===== config.mk =====
export PLATFORM = sky130hd
export DESIGN_NAME = multicycle_controller_flat
export DESIGN_NICKNAME = d
export VERILOG_FILES = /design/src/rtl/multicycle_controller_pkg.sv /design/src/rtl/multicycle_controller_if.sv /design/src/rtl/multicycle_controller_timeout.sv /design/src/rtl/multicycle_controller.sv /design/src/flat_wrapper.sv
export SDC_FILE = /design/constraint.sdc
export NUM_CORES = 1
export LEC_CHECK = 0
export ABC_CLOCK_PERIOD_IN_PS = 2770
export CAP_MARGIN = 20
export CORE_UTILIZATION = 48
export CTS_CLUSTER_SIZE = 12
export DETAILED_ROUTE_END_ITERATION = 8
export HOLD_SLACK_MARGIN = 0.15
export PLACE_DENSITY = 0.83
export SLEW_MARGIN = 5
export SYNTH_ARGS = -nofsm -noshare
export SYNTH_HDL_FRONTEND = slang
export SYNTH_SLANG_ARGS = --single-unit

===== constraint.sdc =====
create_clock -name clk -period 2.77 [get_ports clk]
set_input_delay 0.4155 -clock clk [delete_from_list [all_inputs] [get_ports clk]]
set_output_delay 0.4155 -clock clk [all_outputs]
set_load 0.01 [all_outputs]

===== src/rtl/multicycle_controller_pkg.sv =====
// Shared opcode, state and control-encoding definitions for the multi-cycle controller.
// Latency: n/a (definitions only).
// Backpressure: n/a.
package controller_pkg;

    // RV32I opcodes the controller sequences
    localparam logic [6:0] OP_R    = 7'b0110011;
    localparam logic [6:0] OP_I    = 7'b0010011;
    localparam logic [6:0] OP_LW   = 7'b0000011;
    localparam logic [6:0] OP_SW   = 7'b0100011;
    localparam logic [6:0] OP_BR   = 7'b1100011;
    localparam logic [6:0] OP_LUI  = 7'b0110111;
    localparam logic [6:0] OP_JAL  = 7'b1101111;
    localparam logic [6:0] OP_JALR = 7'b1100111;

    typedef enum logic [2:0] {FETCH, DECODE, EXEC, MEM, WB} state_t;

    // MemtoReg write-back source select
    localparam logic [1:0] MTR_ALU = 2'b00;
    localparam logic [1:0] MTR_MEM = 2'b01;
    localparam logic [1:0] MTR_PC4 = 2'b10;

    // ALUOp class handed to the ALU decoder
    localparam logic [1:0] ALUOP_ADD   = 2'b00;
    localparam logic [1:0] ALUOP_BR    = 2'b01;
    localparam logic [1:0] ALUOP_FUNCT = 2'b10;
    localparam logic [1:0] ALUOP_PASSB = 2'b11;

    // Jump target select
    localparam logic [1:0] JMP_NONE = 2'b00;
    localparam logic [1:0] JMP_JAL  = 2'b01;
    localparam logic [1:0] JMP_JALR = 2'b10;

    function automatic logic is_legal(input logic [6:0] op);
        case (op)
            OP_R, OP_I, OP_LW, OP_SW, OP_BR, OP_LUI, OP_JAL, OP_JALR: return 1'b1;
            default: return 1'b0;
        endcase
    endfunction

endpackage


===== src/rtl/multicycle_controller_if.sv =====
// Fetch handshake, memory completion and datapath control strobes of the controller.
// Latency: n/a (wires only).
// Backpressure: instr_ready deasserts while an instruction is in flight.
// Ports: master = controller side (drives strobes), slave = fetch unit / datapath / memory side.
// Optional: CTRL_PERF_CNT_EN adds retired_cnt and stall_cnt.
interface multicycle_controller_if #(
    parameter int OPCODE_W = 7
);
    logic [OPCODE_W-1:0] Opcode;
    logic                instr_valid;
    logic                instr_ready;
    logic                mem_ready;
    logic                IRWrite;
    logic                ALUSrc;
    logic [1:0]          MemtoReg;
    logic                RegWrite;
    logic                MemRead;
    logic                MemWrite;
    logic [1:0]          ALUOp;
    logic                Branch;
    logic [1:0]          Jump;
    logic                PCWrite;
    logic                illegal;
    logic                mem_err;
    logic                busy;
`ifdef CTRL_PERF_CNT_EN
    logic [31:0]         retired_cnt;
    logic [31:0]         stall_cnt;
`endif

    modport master (
`ifdef CTRL_PERF_CNT_EN
        output retired_cnt, stall_cnt,
`endif
        input  Opcode, instr_valid, mem_ready,
        output instr_ready, IRWrite, ALUSrc, MemtoReg, RegWrite, MemRead, MemWrite,
               ALUOp, Branch, Jump, PCWrite, illegal, mem_err, busy
    );

    modport slave (
`ifdef CTRL_PERF_CNT_EN
        input  retired_cnt, stall_cnt,
`endif
        output Opcode, instr_valid, mem_ready,
        input  instr_ready, IRWrite, ALUSrc, MemtoReg, RegWrite, MemRead, MemWrite,
               ALUOp, Branch, Jump, PCWrite, illegal, mem_err, busy
    );

endinterface


===== src/rtl/multicycle_controller_timeout.sv =====
// Counts consecutive MEM cycles without mem_ready and flags the last allowed one.
// Latency: expired_o is combinational on enable_i in the MEM_TIMEOUT_CYC-th stalled cycle.
// Backpressure: none; clear_i has priority over enable_i.
// Ports: clk/reset, enable_i (stalled MEM cycle), clear_i (not in MEM or completed), expired_o.
module mem_timeout_counter #(
    parameter int MEM_TIMEOUT_CYC = 16,
    parameter int TMO_W           = $clog2(MEM_TIMEOUT_CYC + 1)
) (
    input  logic clk,
    input  logic reset,
    input  logic enable_i,
    input  logic clear_i,
    output logic expired_o
);
    localparam logic [TMO_W-1:0] LAST = TMO_W'(MEM_TIMEOUT_CYC - 1);

    logic [TMO_W-1:0] cnt_q, cnt_d;

    // The current stalled cycle is the one that brings the count to MEM_TIMEOUT_CYC
    assign expired_o = enable_i && (cnt_q == LAST);

    always_comb begin
        cnt_d = cnt_q;
        if (clear_i || expired_o) begin
            cnt_d = '0;
        end else if (enable_i) begin
            cnt_d = cnt_q + 1'b1;
        end
    end

    always_ff @(posedge clk or posedge reset) begin
        if (reset) begin
            cnt_q <= '0;
        end else begin
            cnt_q <= cnt_d;
        end
    end

endmodule


===== src/rtl/multicycle_controller.sv =====
// Sequences RV32I instructions through FETCH/DECODE/EXEC/MEM/WB and drives datapath strobes.
// Latency: BR 3, ALU/LUI/JAL/JALR 4, SW 3+N, LW 4+N cycles accept-to-PCWrite (N = MEM cycles).
// Backpressure: instr_ready only in FETCH; MEM holds until mem_ready or timeout.
// Ports: clk, reset (async active-high), bus (multicycle_controller_if.master).
// Optional: CTRL_PERF_CNT_EN adds retired/stall counters on the bus.
module multicycle_controller
    import controller_pkg::*;
#(
    parameter int OPCODE_W        = 7,
    parameter int MEM_TIMEOUT_CYC = 16
) (
    input  logic                    clk,
    input  logic                    reset,
    multicycle_controller_if.master bus
);
    localparam int TMO_W = (MEM_TIMEOUT_CYC > 0) ? $clog2(MEM_TIMEOUT_CYC + 1) : 1;

    state_t              state_q, state_d;
    logic [OPCODE_W-1:0] opcode_q, opcode_d;
    logic                tmo_expired;
    logic                is_lw;

    assign is_lw = (opcode_q == OP_LW);

    generate
        if (MEM_TIMEOUT_CYC > 0) begin : g_tmo
            mem_timeout_counter #(
                .MEM_TIMEOUT_CYC (MEM_TIMEOUT_CYC),
                .TMO_W           (TMO_W)
            ) u_tmo (
                .clk       (clk),
                .reset     (reset),
                .enable_i  ((state_q == MEM) && !bus.mem_ready),
                .clear_i   ((state_q != MEM) || bus.mem_ready),
                .expired_o (tmo_expired)
            );
        end else begin : g_no_tmo
            assign tmo_expired = 1'b0;
        end
    endgenerate

    always_comb begin
        state_d         = state_q;
        opcode_d        = opcode_q;
        bus.instr_ready = 1'b0;
        bus.IRWrite     = 1'b0;
        bus.ALUSrc      = 1'b0;
        bus.MemtoReg    = MTR_ALU;
        bus.RegWrite    = 1'b0;
        bus.MemRead     = 1'b0;
        bus.MemWrite    = 1'b0;
        bus.ALUOp       = ALUOP_ADD;
        bus.Branch      = 1'b0;
        bus.Jump        = JMP_NONE;
        bus.PCWrite     = 1'b0;
        bus.illegal     = 1'b0;
        bus.mem_err     = 1'b0;
        bus.busy        = (state_q != FETCH);

        case (state_q)
            FETCH: begin
                // reset gating keeps the handshake quiet while reset is held
                bus.instr_ready = !reset;
                if (bus.instr_valid && !reset) begin
                    bus.IRWrite = 1'b1;
                    opcode_d    = bus.Opcode;
                    state_d     = DECODE;
                end
            end
            DECODE: begin
                if (is_legal(opcode_q)) begin
                    state_d = EXEC;
                end else begin
                    // retire-by-skip so the fetch unit moves past the bad word
                    bus.illegal = 1'b1;
                    bus.PCWrite = 1'b1;
                    state_d     = FETCH;
                end
            end
            EXEC: begin
                state_d = WB;
                case (opcode_q)
                    OP_R:    bus.ALUOp = ALUOP_FUNCT;
                    OP_I:    begin bus.ALUOp = ALUOP_FUNCT; bus.ALUSrc = 1'b1; end
                    OP_LW,
                    OP_SW:   begin bus.ALUSrc = 1'b1; state_d = MEM; end
                    OP_JALR: bus.ALUSrc = 1'b1;
                    OP_LUI:  bus.ALUOp = ALUOP_PASSB;
                    OP_BR: begin
                        bus.ALUOp   = ALUOP_BR;
                        bus.Branch  = 1'b1;
                        bus.PCWrite = 1'b1;
                        state_d     = FETCH;
                    end
                    default: ;
                endcase
            end
            MEM: begin
                bus.MemRead  = is_lw;
                bus.MemWrite = !is_lw;
                // completion outranks a timeout landing in the same cycle
                if (bus.mem_ready) begin
                    if (is_lw) begin
                        state_d = WB;
                    end else begin
                        bus.PCWrite = 1'b1;
                        state_d     = FETCH;
                    end
                end else if (tmo_expired) begin
                    bus.mem_err = 1'b1;
                    state_d     = FETCH;
                end
            end
            WB: begin
                bus.RegWrite = 1'b1;
                bus.PCWrite  = 1'b1;
                state_d      = FETCH;
                case (opcode_q)
                    OP_LW:   bus.MemtoReg = MTR_MEM;
                    OP_JAL:  begin bus.MemtoReg = MTR_PC4; bus.Jump = JMP_JAL;  end
                    OP_JALR: begin bus.MemtoReg = MTR_PC4; bus.Jump = JMP_JALR; end
                    default: ;
                endcase
            end
            default: state_d = FETCH;
        endcase
    end

    always_ff @(posedge clk or posedge reset) begin
        if (reset) begin
            state_q  <= FETCH;
            opcode_q <= '0;
        end else begin
            state_q  <= state_d;
            opcode_q <= opcode_d;
        end
    end

`ifdef CTRL_PERF_CNT_EN
    logic [31:0] retired_q, stall_q;

    always_ff @(posedge clk or posedge reset) begin
        if (reset) begin
            retired_q <= '0;
            stall_q   <= '0;
        end else begin
            if (bus.PCWrite && !bus.illegal && !bus.mem_err) begin
                retired_q <= retired_q + 32'd1;
            end
            if (((state_q == MEM) && !bus.mem_ready) || ((state_q == FETCH) && !bus.instr_valid)) begin
                stall_q <= stall_q + 32'd1;
            end
        end
    end

    assign bus.retired_cnt = retired_q;
    assign bus.stall_cnt   = stall_q;
`endif

endmodule


===== src/flat_wrapper.sv =====
// flat-port wrapper written by rule: the top's interface ports become plain ports
module multicycle_controller_flat import controller_pkg::*;
#(
    parameter int OPCODE_W        = 7,
    parameter int MEM_TIMEOUT_CYC = 16
)
  (clk, reset, bus_Opcode, bus_instr_valid, bus_mem_ready, bus_instr_ready, bus_IRWrite, bus_ALUSrc, bus_MemtoReg, bus_RegWrite, bus_MemRead, bus_MemWrite, bus_ALUOp, bus_Branch, bus_Jump, bus_PCWrite, bus_illegal, bus_mem_err, bus_busy);
  multicycle_controller_if #(.OPCODE_W(OPCODE_W)) bus_i ();
  input  logic clk;
  input  logic reset;
  input wire logic [$bits(bus_i.Opcode)-1:0] bus_Opcode;
  input wire logic [$bits(bus_i.instr_valid)-1:0] bus_instr_valid;
  input wire logic [$bits(bus_i.mem_ready)-1:0] bus_mem_ready;
  output wire logic [$bits(bus_i.instr_ready)-1:0] bus_instr_ready;
  output wire logic [$bits(bus_i.IRWrite)-1:0] bus_IRWrite;
  output wire logic [$bits(bus_i.ALUSrc)-1:0] bus_ALUSrc;
  output wire logic [$bits(bus_i.MemtoReg)-1:0] bus_MemtoReg;
  output wire logic [$bits(bus_i.RegWrite)-1:0] bus_RegWrite;
  output wire logic [$bits(bus_i.MemRead)-1:0] bus_MemRead;
  output wire logic [$bits(bus_i.MemWrite)-1:0] bus_MemWrite;
  output wire logic [$bits(bus_i.ALUOp)-1:0] bus_ALUOp;
  output wire logic [$bits(bus_i.Branch)-1:0] bus_Branch;
  output wire logic [$bits(bus_i.Jump)-1:0] bus_Jump;
  output wire logic [$bits(bus_i.PCWrite)-1:0] bus_PCWrite;
  output wire logic [$bits(bus_i.illegal)-1:0] bus_illegal;
  output wire logic [$bits(bus_i.mem_err)-1:0] bus_mem_err;
  output wire logic [$bits(bus_i.busy)-1:0] bus_busy;
  assign bus_i.Opcode = bus_Opcode;
  assign bus_i.instr_valid = bus_instr_valid;
  assign bus_i.mem_ready = bus_mem_ready;
  assign bus_instr_ready = bus_i.instr_ready;
  assign bus_IRWrite = bus_i.IRWrite;
  assign bus_ALUSrc = bus_i.ALUSrc;
  assign bus_MemtoReg = bus_i.MemtoReg;
  assign bus_RegWrite = bus_i.RegWrite;
  assign bus_MemRead = bus_i.MemRead;
  assign bus_MemWrite = bus_i.MemWrite;
  assign bus_ALUOp = bus_i.ALUOp;
  assign bus_Branch = bus_i.Branch;
  assign bus_Jump = bus_i.Jump;
  assign bus_PCWrite = bus_i.PCWrite;
  assign bus_illegal = bus_i.illegal;
  assign bus_mem_err = bus_i.mem_err;
  assign bus_busy = bus_i.busy;
  multicycle_controller #(.OPCODE_W(OPCODE_W), .MEM_TIMEOUT_CYC(MEM_TIMEOUT_CYC)) u_core (.clk(clk), .reset(reset), .bus(bus_i));
endmodule

==> summary.txt <==
Run status
  – Outcome: finished, final reports clean

Die
  – Die Area: 2000 µm²
  – Rows: 15
  – Core Area: 1730 µm²
  – Die width: 44.8 µm
  – Initial Util: 50.9%
  – # IOs: 28
  – Die Ht: 44.8 µm

Timing
  – Final worst setup slack: 224 ps
  – Final hold violations: 0
  – Minimum clock period: 2550 ps
  – # setup viols final: 0
  – Worst slew margin: 62.6%
  – Period utilization: 91.9%
  – RSZ-0062 raised after global routing: false
  – Max-slew violations: 0
  – Setup TNS: 0 ps
  – Clock Skew: 0.660 ps
  – Worst-margin pin slew: 560 ps
  – Fmax: 393 MHz

Clocking
  – CTS Sinks: 15
  – Clk_lat worst skew: 280 ps
  – Root Driver: clkbuf_4
  – Clock buffer count from CTS: 3
  – Clock Path Buffers: 2
  – Reg clk slew, reported paths: 80 ps
  – TritonCTS clock tree: done
  – H-tree depth: 1

Global route
  – Largest net degree at the start of global routing: 16
  – Global route total overflow: 0
  – Vias in the first global route: 720
  – Antenna violations before repair: 0
  – Total Routing Usage GR: 21.5%
  – Global-route wire length before repair: 3080 µm

Synthesis
  – Area leader, netlist: dfrtp_1
  – Most common cell in the netlist: dfrtp_1
  – Mapped Area: 878 µm²
  – EDFF count, synth: 0
  – Synth top area cells: dfrtp_1 43%, mux2_2 9.0%, nor2_1 6.0%, nand4bb_4 3.1%, nand2_1 3.0%
  – Mapped Nets: 106
  – Post-Syn Instances: 93
  – Synthesized area per cell: 9.44 µm²
  – Synth unique cells: 32
  – Share of the synthesized area in the top cell type: 42.7%
  – Synthesis-stage register bit count: 15
  – Main flop type after synthesis: dfrtp_1
  – Yosys warns: 0
  – Most frequent cells after synthesis: 15 x dfrtp_1, 14 x nor2_1, 7 x mux2_2, 7 x nand2_1
  – Asr flop ratio synth: 100%
  – Seq/Total Area, Yosys: 42.7%

Place
  – Final GP Congestion: 0.818
  – Port Buffers: 27
  – DP Wirelength: 1390 µm
  – Dpl ws: 272 ps

Setup path
  – Required @ worst endpoint: 2350 ps
  – Critical Path Start Type: flip-flop
  – CP max FO: 11
  – R2r endpoint: u_core.g_tmo.u_tmo.cnt_q[2]$_DFFE_PP0P_
  – R2r startpoint: u_core.g_tmo.u_tmo.cnt_q[0]$_DFFE_PP0P_
  – WS Path Type: reg -> out
  – Length in cells of the worst reg-to-reg path: 5
  – Setup crit end kind: primary output
  – Crit path DAT: 2130 ps
  – Internal reg-to-reg setup slack: 1130 ps

Pwr
  – Leakage: 0.538 nW
  – NetSw: 0.165 mW
  – Internal: 0.379 mW
  – Flop pwr share: 52.9%
  – Worst vdd ir: 330 µV
  – Comb pwr share: 25.0%
  – Clock power share: 22.2%
  – Power per standard cell area: 439 nW/µm²
  – Switching power as a share of total power: 30.4%

Routing
  – Avg WL per Cell: 12.9 µm
  – Vias/cell: 5.27
  – Number of remaining DRC errors: 0
  – Final WL: 1930 µm
  – Starting DRT DRC Count: 22
  – Vias: 790
  – Final antenna-violating net count: 0
  – DRT Pass-1 Iters: 4

Cells and area
  – # diodes: 0
  – Final #Nets: 139
  – Fill cell count: 139
  – Layout cells sized above 1: 16.0%
  – Area grow syn2layout: 41.0%

Min path
  – Min-delay src: u_core.g_tmo.u_tmo.cnt_q[0]$_DFFE_PP0P_
  – Worst Hold End: u_core.g_tmo.u_tmo.cnt_q[0]$_DFFE_PP0P_
  – Hold path depth: 1
  – Min-delay worst type: reg -> reg

Job
  – Max Cap Violations: 0
## flip-flops by register name (all words and copies together), names as in the netlist
name,cells
u_core.state_q,3
u_core.opcode_q,7
u_core.g_tmo.u_tmo.cnt_q,5
## placed cells by master (no fill, tap or decap), types with 2 or more instances in the layout
master / synthesis / routed
nor3b_1: 3 / 3
a21oi_1: 3 / 3
clkbuf_4: 0 / 3
ha_1: 2 / 2
and2_1: 3 / 3
dfrtp_1: 15 / 14
nand2b_1: 2 / 2
buf_4: 0 / 5
or3_1: 2 / 2
nor2b_1: 2 / 2
mux2_2: 7 / 7
a211oi_1: 2 / 2
nand3_1: 2 / 2
nor2_1: 14 / 14
inv_1: 4 / 4
nand2_1: 7 / 7
nor3_1: 4 / 4
clkdlybuf4s50_1: 0 / 26
## cell type report
cell class | count | area, µm² | share of cell area [%]
Multi-Input combinational cell | 70 | 479 | 38.7
Tap cell | 25 | 31.3 | 2.53
Sequential cell | 15 | 377 | 30.4
Timing Repair Buffer | 32 | 310 | 25.1
Inverter | 4 | 15.0 | 1.21
Clock buffer | 4 | 26.3 | 2.12
## critical path: stages (launching register included)
cell,delay (ps)
dfrtp_1,500
nand2b_1,230
nor3_1,250
a21oi_1,90
nor3b_1,210
clkdlybuf4s50_1,560
## routing by layer
metal	track usage, %	share of wire [%]
met4	9.09	2.3
met1	29.8	46
met2	34.4	49
met5	0	0
met3	2.40	3.1
## per-stage QoR
stage	total power [mW]	instance area (µm²)	cells	hold slack, ps	util, %
4_1_cts	0.537	1210	148	477	70.4
3_5_place_dp	0.411	1180	143	465	68.3
2_1_floorplan	0.362	878	93	317	-
6_report	0.544	1240	150	464	71.7
5_1_grt	0.580	1240	150	533	71.7
3_3_place_gp	0.407	1180	143	447	68.3
## power groups by stage
stage / Sequential [mW] / Clock [mW] / Combinational, mW
4_1_cts: 0.283 / 0.124 / 0.130
3_3_place_gp: 0.289 / 0 / 0.118
6_report: 0.287 / 0.120 / 0.136
2_1_floorplan: 0.266 / 0 / 0.0967
5_1_grt: 0.294 / 0.137 / 0.149
3_5_place_dp: 0.291 / 0 / 0.120
## repair_timing
action,in CTS,in global routing
hold buffers,0,0
setup endpoints to repair,1,1
gates resized for setup,1,2
buffers inserted,1,2
pin swaps,0,1
## logic make-up after synthesis
family	share of synthesized area, %
multiplexers	8.97
flip-flops	42.7
adder cells (fa/ha/maj)	2.85
AND/OR/NAND/NOR	31.5
XOR/XNOR	1.99
buffers and inverters	3.42
AO/OA/AOI/OAI	8.55
## worst max-delay path by stage
stage / to / cells after the start / start
floorplan: bus_PCWrite / 5 / u_core.state_q[0]$_DFFE_PP0P_
global placement: bus_PCWrite / 5 / u_core.opcode_q[3]$_DFFE_PP0P_
detailed placement: bus_PCWrite / 5 / u_core.opcode_q[3]$_DFFE_PP0P_
CTS: bus_PCWrite / 5 / u_core.opcode_q[2]$_DFFE_PP0P_
global route: bus_ALUOp[0] / 5 / u_core.opcode_q[6]$_DFFE_PP0P_
finish: bus_ALUOp[0] / 5 / u_core.opcode_q[6]$_DFFE_PP0P_
(Power assumes the default switching activity.)
